`src/rtl/spi_cmd_pkg.sv`:
```
// spi_cmd_pkg: shared FSM state, channel-field position and error-code types for the SPI command dispatcher
package spi_cmd_pkg;
    typedef enum logic [1:0] {IDLE, COLLECT, DISPATCH} state_t;
    localparam int CH_MSB = 7;
    localparam int CH_LSB = 4;
    typedef enum logic [2:0] {ERR_NONE, ERR_TIMEOUT, ERR_BAD_CHANNEL, ERR_CHECKSUM, ERR_OVERRUN} err_t;
endpackage

```
`src/rtl/spi_frame_assembler.sv`:
```
// spi_frame_assembler: collects instruction + payload bytes, tracks the inter-byte gap and the frame checksum
//   clk, rst_n       : clock and asynchronous active-low reset
//   state            : dispatcher FSM state; bytes are only taken in IDLE/COLLECT
//   spi_byte/_valid  : incoming byte strobe
//   instr, data      : captured instruction and payload (first byte in the MSBs)
//   last             : final byte of the frame is being accepted this cycle
//   timed_out        : gap limit reached this cycle with no byte arriving
//   csum_ok          : trailing checksum byte matches (always 1 unless SPI_CMD_CHECKSUM_EN)
// Optional feature macro: SPI_CMD_CHECKSUM_EN (adds one trailing XOR checksum byte per frame)
module spi_frame_assembler
    import spi_cmd_pkg::*;
#(
    parameter int DATA_BYTES     = 8,
    parameter int TIMEOUT_CYCLES = 1024
) (
    input  logic                    clk,
    input  logic                    rst_n,
    input  state_t                  state,
    input  logic [7:0]              spi_byte,
    input  logic                    spi_input_valid,
    output logic [7:0]              instr,
    output logic [8*DATA_BYTES-1:0] data,
    output logic                    last,
    output logic                    timed_out,
    output logic                    csum_ok
);
`ifdef SPI_CMD_CHECKSUM_EN
    localparam int TOTAL = DATA_BYTES + 1;
`else
    localparam int TOTAL = DATA_BYTES;
`endif
    localparam int DW = 8 * DATA_BYTES;
    localparam int GW = (TIMEOUT_CYCLES < 2) ? 1 : $clog2(TIMEOUT_CYCLES);
    logic [3:0]    cnt;
    logic [GW-1:0] gap;
    logic          collecting;
    logic          start;
    assign collecting = state == COLLECT;
    assign start      = spi_input_valid && state == IDLE;
    assign last       = collecting && spi_input_valid && cnt == 4'(TOTAL - 1);
    // An arriving byte always beats an expiring gap counter.
    assign timed_out  = (TIMEOUT_CYCLES != 0) && collecting && !spi_input_valid && gap == GW'(TIMEOUT_CYCLES - 1);
    always_ff @(posedge clk or negedge rst_n) begin
        if (!rst_n) begin
            instr <= '0;
            data  <= '0;
            cnt   <= '0;
            gap   <= '0;
        end else if (start) begin
            instr <= spi_byte;
            cnt   <= '0;
            gap   <= '0;
        end else if (collecting) begin
            gap <= spi_input_valid ? '0 : gap + 1'b1;
            if (spi_input_valid) begin
                cnt <= cnt + 1'b1;
                if (cnt < 4'(DATA_BYTES))
                    data <= DW'({data, spi_byte});
            end
        end
    end
`ifdef SPI_CMD_CHECKSUM_EN
    logic [7:0] csum;
    always_ff @(posedge clk or negedge rst_n) begin
        if (!rst_n)
            csum <= '0;
        else if (start)
            csum <= spi_byte;
        else if (collecting && spi_input_valid)
            csum <= csum ^ spi_byte;
    end
    assign csum_ok = csum == spi_byte;
`else
    assign csum_ok = 1'b1;
`endif
endmodule

```
`src/rtl/spi_cmd_dispatcher.sv`:
```
// spi_cmd_dispatcher: turns SPI byte frames into one-hot per-channel command handshakes
//   sysClk, sysRst_n        : clock, asynchronous active-low reset (release synchronised internally)
//   spi_byte, spi_input_valid : received byte strobe
//   cmd_instruction, cmd_data : pending frame, stable while cmd_valid is high
//   cmd_valid, cmd_ready    : one-hot command valid / per-channel consumer ready
//   busy                    : FSM not in IDLE
//   err_*                   : single-cycle error pulses
//   cmd_count               : completed handshakes, wrapping
// Optional feature macro: SPI_CMD_CHECKSUM_EN (trailing checksum byte, err_checksum live)
module spi_cmd_dispatcher
    import spi_cmd_pkg::*;
#(
    parameter int NUM_CH         = 4,
    parameter int DATA_BYTES     = 8,
    parameter int TIMEOUT_CYCLES = 1024
) (
    input  logic                    sysClk,
    input  logic                    sysRst_n,
    input  logic [7:0]              spi_byte,
    input  logic                    spi_input_valid,
    output logic [7:0]              cmd_instruction,
    output logic [8*DATA_BYTES-1:0] cmd_data,
    output logic [NUM_CH-1:0]       cmd_valid,
    input  logic [NUM_CH-1:0]       cmd_ready,
    output logic                    busy,
    output logic                    err_timeout,
    output logic                    err_bad_channel,
    output logic                    err_overrun,
    output logic                    err_checksum,
    output logic [15:0]             cmd_count
);
    logic [1:0] rst_sync;
    logic       rst_n;
    state_t     state, state_nxt;
    err_t       err, err_nxt;
    logic       last, timed_out, csum_ok, ch_ok, hs;
    logic [3:0] ch;
    // Reset asserts immediately everywhere but releases two clocks later.
    always_ff @(posedge sysClk or negedge sysRst_n) begin
        if (!sysRst_n)
            rst_sync <= '0;
        else
            rst_sync <= {rst_sync[0], 1'b1};
    end
    assign rst_n = rst_sync[1];
    spi_frame_assembler #(
        .DATA_BYTES     (DATA_BYTES),
        .TIMEOUT_CYCLES (TIMEOUT_CYCLES)
    ) u_asm (
        .clk             (sysClk),
        .rst_n           (rst_n),
        .state           (state),
        .spi_byte        (spi_byte),
        .spi_input_valid (spi_input_valid),
        .instr           (cmd_instruction),
        .data            (cmd_data),
        .last            (last),
        .timed_out       (timed_out),
        .csum_ok         (csum_ok)
    );
    assign ch        = cmd_instruction[CH_MSB:CH_LSB];
    assign ch_ok     = 32'(ch) < NUM_CH;
    assign cmd_valid = (state == DISPATCH) ? NUM_CH'(1) << ch : '0;
    assign hs        = |(cmd_valid & cmd_ready);
    assign busy      = state != IDLE;
    always_comb begin
        state_nxt = state;
        err_nxt   = ERR_NONE;
        unique case (state)
            IDLE:     state_nxt = spi_input_valid ? COLLECT : IDLE;
            COLLECT: begin
                if (timed_out) begin
                    state_nxt = IDLE;
                    err_nxt   = ERR_TIMEOUT;
                end else if (last) begin
                    state_nxt = (ch_ok && csum_ok) ? DISPATCH : IDLE;
                    err_nxt   = !ch_ok ? ERR_BAD_CHANNEL : !csum_ok ? ERR_CHECKSUM : ERR_NONE;
                end
            end
            DISPATCH: begin
                state_nxt = hs ? IDLE : DISPATCH;
                err_nxt   = spi_input_valid ? ERR_OVERRUN : ERR_NONE;
            end
            default:  state_nxt = IDLE;
        endcase
    end
    always_ff @(posedge sysClk or negedge rst_n) begin
        if (!rst_n) begin
            state     <= IDLE;
            err       <= ERR_NONE;
            cmd_count <= '0;
        end else begin
            state     <= state_nxt;
            err       <= err_nxt;
            cmd_count <= cmd_count + 16'(hs);
        end
    end
    // A single registered error code keeps the pulses mutually exclusive.
    assign err_timeout     = err == ERR_TIMEOUT;
    assign err_bad_channel = err == ERR_BAD_CHANNEL;
    assign err_overrun     = err == ERR_OVERRUN;
`ifdef SPI_CMD_CHECKSUM_EN
    assign err_checksum    = err == ERR_CHECKSUM;
`else
    assign err_checksum    = 1'b0;
`endif
endmodule

```
`config.mk`:
```
export PLATFORM = sky130hd
export DESIGN_NAME = spi_cmd_dispatcher
export DESIGN_NICKNAME = d
export VERILOG_FILES = /design/src/rtl/spi_cmd_pkg.sv /design/src/rtl/spi_frame_assembler.sv /design/src/rtl/spi_cmd_dispatcher.sv
export SDC_FILE = /design/constraint.sdc
export NUM_CORES = 1
export LEC_CHECK = 0
export CORE_MARGIN = 10
export CORE_UTILIZATION = 49
export CTS_CLUSTER_DIAMETER = 40
export DETAILED_ROUTE_END_ITERATION = 7
export HOLD_SLACK_MARGIN = 0.15
export PLACE_DENSITY = 0.89
export SETUP_SLACK_MARGIN = 0.5
export SLEW_MARGIN = 20
export SYNTH_ARGS = -nofsm -noshare
export SYNTH_HDL_FRONTEND = slang
export SYNTH_SLANG_ARGS = --single-unit
export TNS_END_PERCENT = 5
```
`constraint.sdc`:
```
create_clock -name sysClk -period 4.57 [get_ports sysClk]
set_input_delay 0.914 -clock sysClk [delete_from_list [all_inputs] [get_ports sysClk]]
set_output_delay 0.914 -clock sysClk [all_outputs]
set_load 0.02 [all_outputs]
```
# Word-level counts from Yosys, hierarchy flattened
# Index checks and enable logic that the tools add are counted.
[word_totals] regBits=109 in_bits=15 wordCells=55
[classes] add_sub_neg=3 magnitude_cmp=2 n_eq_ne=8 n_shift=1 mux=18 bitwise=2 n_reduce_logical=13
[ops] operator="$mux 10" n=3
[ops] operator="$add 16x1->16" n=1
[ops] operator="$mux 4" n=4
[ops] operator="$mux 2" n=7
[ops] operator="$add 10x1->10 const B" n=1
[ops] operator="$eq 10x10->1 const B" n=1
[ops] operator="$pmux 2 s3" n=1
[ops] operator="$pmux 3 s2" n=1
[ops] operator="$reduce_bool 2->1" n=3
[ops] operator="$logic_and 1x1->1" n=5
[ops] operator="$add 4x1->4 const B" n=1
[ops] operator="$and 4x4->4" n=1
[ops] operator="$eq 4x3->1 const B" n=1
[ops] operator="$lt 4x3->1 const B" n=1
[ops] operator="$lt 4x4->1 const B" n=1
[ops] operator="$reduce_and 4->1" n=1
[ops] operator="$reduce_or 4->1" n=1
[ops] operator="$shl 1x4->4 const A" n=1
[ops] operator="$eq 3x1->1 const B" n=1
[ops] operator="$eq 3x2->1 const B" n=1
[ops] operator="$eq 3x3->1 const B" n=1
[ops] operator="$mux 3" n=1
[ops] operator="$ne 3x3->1 const B" n=1
[ops] operator="$eq 2x1->1 const B" n=1
[ops] operator="6 further kinds" n=6

# Logic depth before layout (Yosys ltp)
[logic_depth] word_depth=6 ltp_mapped=9

# Cells and area by module
# From an unflattened synthesis, not the netlist that was laid out.
[unflattened] hier_cells=345 area_unflattened_um2=4687.0
[modules_own_cells] mod="spi_frame_assembler" n_inst=1 cells_each=237 area_per_inst_um2=3490.8 seq_area_each_um2=2152.1
[modules_own_cells] mod="spi_cmd_dispatcher" n_inst=1 cells_each=108 area_per_inst_um2=1196.1 seq_area_each_um2=575.6

# Worst setup path before layout
# No wires, ideal clock.
[synth_path] kind="input-to-reg" start="input cmd_ready[3]" end="register cmd_count[10]" arrival_time_ns=2.413 required_time_ns=4.439 setup_slack_ns=2.026 path_stages=8 n_path_buf=0 path_cell_list="mux4_2 > and3_1 > ha_1 > ha_1 > nand2_1 > nor2_1 > and4_1 > xor2_1"
[synth_between] elab_chain_len=3
[synth_lines] element="start, declared" line="spi_cmd_dispatcher.sv:24" rtl="input logic [NUM_CH-1:0] cmd_ready,"
[synth_lines] element="$and 4x4->4" line="spi_cmd_dispatcher.sv:64" rtl="assign hs = |(cmd_valid & cmd_ready);"
[synth_lines] element="$reduce_or 4->1" line="spi_cmd_dispatcher.sv:64"
[synth_lines] element="$add 16x1->16" line="spi_cmd_dispatcher.sv:95" rtl="cmd_count <= cmd_count + 16'(hs);"
[synth_lines] element="end signal, assigned" line="spi_cmd_dispatcher.sv:95"
[synth_lines] element="end, declared" line="spi_cmd_dispatcher.sv:30" rtl="output logic [15:0] cmd_count"
# Every way passes these cells.
# A chain may end at the register's enable or synchronous reset.

# Worst setup path after layout
[layout_path] start="register state[0]" end="output cmd_valid[2]"
[layout_between] elab_chain_len=2
[layout_lines] element="start, declared" line="spi_cmd_dispatcher.sv:34" rtl="state_t state, state_nxt;"
[layout_lines] element="start signal, assigned" line="spi_cmd_dispatcher.sv:93" rtl="state <= state_nxt;"
[layout_lines] element="$eq 2x2->1" line="spi_cmd_dispatcher.sv:63" rtl="assign cmd_valid = (state == DISPATCH) ? NUM_CH'(1) << ch : '0;"
[layout_lines] element="$mux 4" line="spi_cmd_dispatcher.sv:63"
[layout_lines] element="end, declared" line="spi_cmd_dispatcher.sv:23" rtl="output logic [NUM_CH-1:0] cmd_valid,"
# Every way passes these cells.

==> qor.yml <==
area_growth_pct: 30.4
yosys_most_used_dff: "dfrtp_1"
cts_buffers: 9
htreeDepth: 3
portBuffers: 110
ys_warn_count: 0
clk_latency_ns: 0.36
setup_viol: 0
drive_above_1_share_pct: 18.6
num_rows: 34
yosysMostFrequentCell: "dfrtp_1"
coreArea_mm2: 0.00885
die_h_um: 116
slowest_delay_ns: 0.65
critPathLaunch: "state[0]"
grt_max_degree: 66
grt_pass1_vias: 3150
cellPowerDensity_mw_per_mm2: 567
fp.dieArea_mm2: 0.0134
synth_seq_cells: 109
rrSetupSlack_ns: 2.05
crit_family: "buffers and inverters"
slew_headroom_pct: 46.5
ant_nets: 0
first_pass_iters: 4
peakVddDrop_uv: 318
reg2reg_depth: 6
vias: 3006
r2r-end: "u_asm.data[31]"
timing.rr.start: "state[1]"
cts_setup_buffers: 0
antennaDiodeCount: 0
ioPinCount: 112
synthTopCellsByArea: "dfrtp_1, mux2_2, nand2_1, ha_1, xor2_1"
slowest_stage: "clkdlybuf4s50_1"
grt_first_pass_wirelength_mm: 15.8
min_period_ns: 2.92
synth_top_area_share_pct: 60.5
startpoint_type: "flop"
syn_nets: 369
rsz0062_at_grt: "false"
yosys-top-cells-count: "dfrtp_1, mux2_2, nand2_1"
initial_core_util_pct: 50.9
cap_violations: 0
synth_enable_flop_cells: 0
seq_area_frac_synth_pct: 60.5
root_buffer: "clkbuf_8"
wl_mm: 9.86
multi_input_area_mm2: 0.00168
drc: 0
fin_skew_ns: 0.00875
hp-class: "reg -> reg"
crit_buf_inv: 2
crit_path_end_kind: "output pin"
setup_tns_ns: 0
die_w_um: 116
critical_path_arrival_ns: 2.01
period_share_pct: 63.9
critPathKind: "reg -> out"
cp.depth: 5
vias_per_cell: 5.27
overflow: 0
postSynthAreaPerCell_um2: 13.0
fillCellCount: 689
drt_iter0_drc: 125
netlist_area_mm2: 0.00451
crit_path_end: "cmd_valid[2]"
worst_ep_required_time_ns: 3.66
power_mw: 3.33
cts_sinks: 109
cts_hold_buf: 0
synth_cell_types: 41
grt_antenna_before_repair: 0
cts_tree: "yes"
wl_per_cell_um: 17.3
hold_violations: 0
worst_pin_slew_ns: 0.803
path_clk_slew_ns: 0.10
synth_area_leader_cell: "dfrtp_1"
status: "finished clean"
ff_latch_area_mm2: 0.00273
fin_hold_ws_ns: 0.369
place_congestion: 0.763
nets: 480
cp_cell_sequence: "inv_1, ha_1, nand2_1, nor3_1, clkdlybuf4s50_1"
place_inst: 554
layout.cells.non_filler: 570
cts.path.max_buffers: 2
p_leak_nw: 2.68
synthCells: 346
track_usage_pct: 14.7
dp_hpwl_mm: 7.44
cp_max_fo: 5
max_freq_ghz: 0.342
ys_async_sr_fraction_pct: 100
drv_slew: 0
post_cts_resized: 0
==> worst min-delay path by stage <==
stage | depth (start not counted) | from | to | slack (ns)
6_report | 0 | rst_sync[0] | rst_sync[1] | 0.37
4_1_cts | 0 | rst_sync[0] | rst_sync[1] | 0.38
2_1_floorplan | 0 | rst_sync[0] | rst_sync[1] | 0.33
3_3_place_gp | 0 | rst_sync[0] | rst_sync[1] | 0.34
5_1_grt | 0 | rst_sync[0] | rst_sync[1] | 0.38
3_5_place_dp | 0 | rst_sync[0] | rst_sync[1] | 0.34
==> metal layers <==
metal  up-vias  routed length [um]  track usage [%]
li1       1414                   -                -
met4         0                 134             5.42
met3        10                 721             4.75
met1      1516                3690             15.7
met5         -                   0                0
met2        66                5310             26.7
==> cell type report <==
class                           count  share of cell area, %
Inverter                            8                  0.511
Clock inverter                      6                  0.745
Multi-Input combinational cell    217                   28.6
Clock buffer                       10                   2.34
Tap cell                          108                   2.30
Sequential cell                   109                   46.5
Timing Repair Buffer              112                   19.0
==> where the power goes <==
group,internal (mW),switching (mW)
clock,0.217,0.318
sequential,1.22,0.227
combinational,0.671,0.677
total,2.11,1.22
==> worst reg2reg max path, cell delays in order, from the launching register on <==
cell,delay (ns)
dfrtp_1,0.42
inv_1,0.10
ha_1,0.44
nand2_1,0.21
nor3_4,0.14
buf_4,0.62
mux2_2,0.48
==> layout by cell type (no fill, tap or decap), types with 5 or more instances in the layout <==
cell type	netlist	layout
ha_1	8	8
nand2_1	39	39
mux2_2	61	61
clkbuf_8	0	10
xnor2_1	10	10
o21ai_0	7	7
and3_1	5	5
inv_1	7	7
nor2_1	17	17
clkdlybuf4s50_1	0	110
xor2_1	11	11
nand3_1	8	8
dfrtp_1	109	108
nor3_1	6	6
nand4_1	5	5
==> state kept, by name (all words and copies together), names as in the netlist <==
register	flops
cmd_count	16
err	3
rst_sync	2
state	2
u_asm.cnt	4
u_asm.data	64
u_asm.gap	10
u_asm.instr	8
==> per-stage QoR <==
stage	setup slack, ns	area, um^2	utilization [%]
6_report	1.65	5880	66.4
2_1_floorplan	1.31	4510	-
4_1_cts	1.63	5880	66.4
3_3_place_gp	1.46	5700	64.4
3_5_place_dp	1.38	5700	64.4
5_1_grt	1.54	5880	66.4
==> cell families (layout without fill, tap and decap cells) <==
| kind of cell | count (synthesis) | after routing | synth area share (%) |
|---|---|---|---|
| adder cells (fa/ha/maj) | 8 | 8 | 2.22 |
| XOR/XNOR | 21 | 21 | 4.08 |
| AO/OA/AOI/OAI | 19 | 19 | 2.78 |
| other | 2 | 2 | 0.167 |
| AND/OR/NAND/NOR | 100 | 100 | 11.1 |
| multiplexers | 67 | 67 | 17.0 |
| buffers and inverters | 20 | 136 | 2.16 |
| flip-flops | 109 | 109 | 60.5 |
(Power assumes the default switching activity.)
